[src/rtl/and2_tester_pkg.sv]
// Shared types and constants for the 2-input AND cell tester.
// Holds the FSM state type and the expected-output table.
package and2_tester_pkg;

    typedef enum logic [1:0] {
        ST_IDLE,
        ST_SETTLE,
        ST_SAMPLE,
        ST_DONE
    } state_t;

    localparam int VEC_W = 2;

    // Bit v is the AND of the two bits of v.
    localparam logic [3:0] EXP_TBL = 4'b1000;

    function automatic logic exp_q(input logic [VEC_W-1:0] v);
        return EXP_TBL[v];
    endfunction

endpackage

[src/rtl/and2_tester_cnt.sv]
// Loadable up-counter with a terminal-count flag.
// Used for both the settle counter and the loop counter.
module and2_tester_cnt #(
    parameter int             W    = 4,
    parameter logic [W-1:0]   TERM = '0
) (
    input  logic         i_ck,
    input  logic         i_nrst,
    input  logic         i_load,
    input  logic [W-1:0] i_load_val,
    input  logic         i_inc,
    output logic         o_tc
);

    logic [W-1:0] r_cnt;

    always_ff @(posedge i_ck or negedge i_nrst) begin
        if (!i_nrst) begin
            r_cnt <= '0;
        end else if (i_load) begin
            r_cnt <= i_load_val;
        end else if (i_inc) begin
            r_cnt <= r_cnt + 1'b1;
        end
    end

    assign o_tc = (r_cnt == TERM);

endmodule

[src/rtl/and2_tester.sv]
// Exhaustive sweep tester for a 2-input AND cell.
// Define AND2_TESTER_ERRCNT_EN to add the err_cnt mismatch counter.
module and2_tester
    import and2_tester_pkg::*;
#(
    parameter int SETTLE = 2,
    parameter int LOOPS  = 1
) (
    input  logic       ck,
    input  logic       nrst,
    input  logic       start,
    input  logic       q,
    output logic       i0,
    output logic       i1,
    output logic       busy,
    output logic       done,
    output logic       pass,
    output logic [3:0] fail_vec
`ifdef AND2_TESTER_ERRCNT_EN
    ,
    output logic [7:0] err_cnt
`endif
);

    state_t             r_state;
    logic [VEC_W-1:0]   r_v;
    logic [3:0]         r_fail;
    logic               r_pass;
    logic               r_busy;
    logic               r_done;
    logic               r_i0;
    logic               r_i1;

    logic               w_set_tc;
    logic               w_loop_tc;
    logic               w_set_load;
    logic               w_set_inc;
    logic               w_loop_load;
    logic               w_loop_inc;
    logic               w_accept;
    logic               w_sample;
    logic               w_mis;
    logic [3:0]         w_fail_nxt;

    assign w_accept    = (r_state == ST_IDLE) && start;
    assign w_sample    = (r_state == ST_SAMPLE);
    assign w_set_load  = (r_state == ST_IDLE) || w_sample;
    assign w_set_inc   = (r_state == ST_SETTLE);
    assign w_loop_load = (r_state == ST_IDLE);
    assign w_loop_inc  = w_sample && (r_v == 2'd3);

    assign w_mis      = (q != exp_q(r_v));
    assign w_fail_nxt = r_fail | (w_mis ? (4'b0001 << r_v) : 4'b0000);

    and2_tester_cnt #(
        .W    (4),
        .TERM (4'(SETTLE - 1))
    ) u_settle_cnt (
        .i_ck       (ck),
        .i_nrst     (nrst),
        .i_load     (w_set_load),
        .i_load_val (4'd0),
        .i_inc      (w_set_inc),
        .o_tc       (w_set_tc)
    );

    and2_tester_cnt #(
        .W    (8),
        .TERM (8'(LOOPS - 1))
    ) u_loop_cnt (
        .i_ck       (ck),
        .i_nrst     (nrst),
        .i_load     (w_loop_load),
        .i_load_val (8'd0),
        .i_inc      (w_loop_inc),
        .o_tc       (w_loop_tc)
    );

    always_ff @(posedge ck or negedge nrst) begin
        if (!nrst) begin
            r_state <= ST_IDLE;
            r_v     <= '0;
            r_fail  <= '0;
            r_pass  <= 1'b0;
            r_busy  <= 1'b0;
            r_done  <= 1'b0;
            r_i0    <= 1'b0;
            r_i1    <= 1'b0;
        end else begin
            r_done <= 1'b0;
            unique case (r_state)
                ST_IDLE: begin
                    if (start) begin
                        r_state <= ST_SETTLE;
                        r_v     <= '0;
                        r_fail  <= '0;
                        r_busy  <= 1'b1;
                        r_i0    <= 1'b0;
                        r_i1    <= 1'b0;
                    end
                end
                ST_SETTLE: begin
                    if (w_set_tc) begin
                        r_state <= ST_SAMPLE;
                    end
                end
                ST_SAMPLE: begin
                    r_fail <= w_fail_nxt;
                    r_v    <= r_v + 2'd1;
                    // pass is registered here so it already covers the last sample
                    if ((r_v == 2'd3) && w_loop_tc) begin
                        r_state <= ST_DONE;
                        r_busy  <= 1'b0;
                        r_done  <= 1'b1;
                        r_pass  <= (w_fail_nxt == 4'b0000);
                        r_i0    <= 1'b0;
                        r_i1    <= 1'b0;
                    end else begin
                        r_state      <= ST_SETTLE;
                        {r_i1, r_i0} <= r_v + 2'd1;
                    end
                end
                ST_DONE: begin
                    r_state <= ST_IDLE;
                end
                default: begin
                    r_state <= ST_IDLE;
                end
            endcase
        end
    end

`ifdef AND2_TESTER_ERRCNT_EN
    logic [7:0] r_err;

    always_ff @(posedge ck or negedge nrst) begin
        if (!nrst) begin
            r_err <= '0;
        end else if (w_accept) begin
            r_err <= '0;
        end else if (w_sample && w_mis && (r_err != 8'hFF)) begin
            r_err <= r_err + 8'd1;
        end
    end

    assign err_cnt = r_err;
`else
    logic w_unused;
    assign w_unused = w_accept;
`endif

    assign i0       = r_i0;
    assign i1       = r_i1;
    assign busy     = r_busy;
    assign done     = r_done;
    assign pass     = r_pass;
    assign fail_vec = r_fail;

endmodule

[config.mk]
export PLATFORM = sky130hd
export DESIGN_NAME = and2_tester
export DESIGN_NICKNAME = d
export VERILOG_FILES = /design/src/rtl/and2_tester_pkg.sv /design/src/rtl/and2_tester_cnt.sv /design/src/rtl/and2_tester.sv
export SDC_FILE = /design/constraint.sdc
export NUM_CORES = 1
export LEC_CHECK = 0
export ABC_AREA = 1
export BUFFER_PORTS_ARGS = -buffer_cell sky130_fd_sc_hd__buf_2
export CORE_ASPECT_RATIO = 0.8
export CORE_UTILIZATION = 42
export CTS_BUF_LIST = sky130_fd_sc_hd__clkbuf_8
export DETAILED_ROUTE_END_ITERATION = 6
export GPL_TIMING_DRIVEN = 0
export PLACE_DENSITY = 0.65
export REMOVE_ABC_BUFFERS = 1
export SYNTH_ARGS = -nofsm -noshare
export SYNTH_HDL_FRONTEND = slang
export SYNTH_SLANG_ARGS = --single-unit
[constraint.sdc]
create_clock -name ck -period 2.3 [get_ports ck]
set_input_delay 0 -clock ck [delete_from_list [all_inputs] [get_ports ck]]
set_output_delay 0 -clock ck [all_outputs]
set_load 0.01 [all_outputs]
==> summary.md <==
| Metric | Value |
|---|---|
| Status | `finished clean` |
| CTS root buffer | `clkbuf_8` |
| Area contributors post-synth | `dfrtp_1 49%, nand2_1 13%, ha_1 8.8%` |
| WL/cell | `about 11 microns` |
| Worst-margin pin slew | `between 0.5 and 0.6 ns` |
| Start of the worst register-to-register path | `r_v[0]$_DFFE_PN0P_` |
| Setup_tns | `0 ns` |
| Fin crit period | `1.579 ns` |
| Final core occ | `around 50%` |
| Largest net degree at the start of global routing | `26` |
| Setup Viol. Count Final | `0` |
| Flop2flop setup slack | `a little over 0.7 ns` |
| Area Growth Syn to Fin | `11.79%` |
| Total CTS buffers | `3` |
| GRT overflow | `0` |
| Vias in the first global route | `995` |
| Total core area | `approximately 2800 sq um` |
| Via count | `a little over 1000` |
| Distinct cells, synth | `18` |
| Yosys top cell by area | `dfrtp_1` |
| Skew final | `roughly 0.0029 ns` |
| Footprint of the multi-input gates | `approximately 550 sq um` |
| Power Density | `913.8 nW/um^2` |
| Die width | `around 64 microns` |
| ANT cells | `0` |
| VDD IR max | `between 600 and 700 uV` |
| Worst hold start | `start` |
| Routed Antenna Nets | `0` |
| P_leak | `about 0.76 nW` |
| Finished Cell Area | `around 1400 sq um` |
| NumNets Final | `188` |
| Synth top area share | `slightly below 50%` |
| Hold Path Stages | `3` |
| Clock latency on the worst-skew pair | `0.26 ns` |
| Starting utilization of the core area | `between 40% and 50%` |
| WS Path Type | `flip-flop to flip-flop` |
| Number of detailed-route iterations in the first pass | `4` |
| Die height | `~51 microns` |
| Initial drt markers | `38` |
| Power Total | `roughly 1.3 mW` |
| FMAX | `0.6333 GHz` |
| Rows | `17` |
| Drt total wl | `2389 microns` |
| Crit end category | `flip-flop` |
| Initial antenna violation count | `0` |
| Hold Buf Count CTS | `1` |
| Yosys warns | `0` |
| Die area | `3283 sq um` |
| Crit path DAT | `~1.8 ns` |
| Remaining DRCs | `0` |
| Port Buf Inserts | `12` |
| Post-CTS Setup Bufs | `0` |
| Synth Register Bits | `25` |
| Fin crit share | `68.65%` |
| Resized Gates After CTS | `0` |
| Worst-path fanout max | `5` |
| Reg2reg path depth | `8` |
| Worst hold path type | `input pin to flip-flop` |
| Total global-route track usage | `17.10%` |
| Max-slew violations | `0` |
| Critical path required time | `2.51 ns` |
| Global-route wire length before repair | `about 4300 microns` |
| CTS tree | `built` |
| Worst-case clock buffer depth | `2` |
| Final Hold Viols | `0` |
| Unrepaired setup endpoints after global routing | `false` |
| Finished Layout Cells | `around 210` |
| Clock transition at path regs | `roughly 0.080 ns` |
| Top-Level Pins | `13` |
| Post-DR vias/cell | `between 4 and 5` |
| R2R Path End | `pass$_DFFE_PN0P_` |
| Post-Place Cell Area | `1380 sq um` |
| Reg area | `625.6 sq um` |
| Register area share after synthesis | `between 40% and 50%` |
| Synthesized area | `around 1300 sq um` |
| HPWL Detailed | `around 1900 microns` |
| Hold EP | `busy$_DFFE_PN0P_` |
| Global placer's final weighted congestion | `0.7700` |
| Synth Instances | `between 150 and 200` |
| Clk sink count | `25` |
| Avg Cell Area, Syn | `8.125 sq um` |
| Number of fillers in the final layout | `approximately 280` |
| H-tree levels | `1` |
| Layout cell share with drive strength beyond 1 | `around 14%` |
| Startpoint Class | `flip-flop` |
| Max-Cap Viols | `0` |
| Max-slew headroom | `a little over three fifths` |
| Placed insts | `between 200 and 250` |
## where the power goes
group / total [mW] / switching, mW / internal (mW)
clock: 0.250 / 0.131 / 0.119
sequential: 0.622 / 0.0949 / 0.527
combinational: 0.439 / 0.283 / 0.156
total: 1.31 / 0.509 / 0.803
## worst max-delay path by stage
stage | startpoint | end | slack (ns)
floorplan | r_v[0]$_DFFE_PN0P_ | pass$_DFFE_PN0P_ | 0.90
global placement | r_v[0]$_DFFE_PN0P_ | pass$_DFFE_PN0P_ | 0.74
detailed placement | r_v[0]$_DFFE_PN0P_ | pass$_DFFE_PN0P_ | 0.74
CTS | r_v[0]$_DFFE_PN0P_ | pass$_DFFE_PN0P_ | 0.71
global route | r_v[0]$_DFFE_PN0P_ | pass$_DFFE_PN0P_ | 0.53
finish | r_v[0]$_DFFE_PN0P_ | pass$_DFFE_PN0P_ | 0.72
## worst max-delay path, stage by stage, from the launching register on
cell and delay [ns]:
dfrtp_1 0.43, ha_1 0.27, ha_1 0.29, inv_1 0.07, a21oi_1 0.17, nand2_1 0.09
nor2_1 0.10, nand2_1 0.06, nand2_1 0.05
## layer usage
metal	vias to the layer above	routed length (microns)	track usage (%)
met5	-	0	0
met4	0	9	3.409
met3	2	75	4.018
met2	14	1109	29.08
met1	474	1194	22.28
li1	528	-	-
## registers in the layout, summed over array words and instances, names as in the netlist
| register | flops |
|---|---|
| u_loop_cnt.r_cnt | 8 |
| r_v | 2 |
| pass | 1 |
| fail_vec | 4 |
| u_settle_cnt.r_cnt | 4 |
| i0 | 1 |
| busy | 1 |
| i1 | 1 |
| r_state | 2 |
| done | 1 |
## cells in the final DEF (no fill, tap or decap), drive strengths merged
cell         Yosys  layout
o22ai            1       1
nor2            17      17
clkbuf           0       3
ha               9       9
nand3b           1       1
buf              1      12
dlygate4sd3      0       1
dfrtp           25      25
o21ai           12      12
nand2           45      45
a21oi           10      10
inv             25      26
nand4            2       2
nand3           10      10
## logic make-up after synthesis
kind of cell             share of synthesized area (%)
AND/OR/NAND/NOR                                  24.95
buffers and inverters                            8.187
AO/OA/AOI/OAI                                    9.357
flip-flops                                       48.73
adder cells (fa/ha/maj)                          8.772
## per-stage QoR
step                      worst slack [ns]  hold WS, ns
after floorplan                     0.9001      -0.2956
after global placement              0.7391      0.01949
after detailed placement            0.7368      0.02285
after CTS                           0.7133      0.03684
after global routing                0.5271      0.06633
final                               0.7210      0.04391
## layout make-up
type,count,share of cell area [%]
well taps,38,3.313
repair buffers,13,4.882
clock buffers,3,2.877
inverters,25,6.539
clock inverters,1,0.2616
multi-input cells,107,38.54
flip-flops and latches,25,43.59
## cell usage after synthesis
library cell	instances
nand4_1	2
nand3_1	8
buf_6	1
inv_1	21
dfrtp_1	25
nor2_2	2
o21ai_2	1
ha_1	9
nor2_1	15
a21oi_1	10
nand3b_1	1
nand3_2	2
nand2_2	1
o22ai_1	1
nand2_1	44
o21ai_1	3
inv_2	4
o21ai_0	8
(Power assumes the default switching activity.)
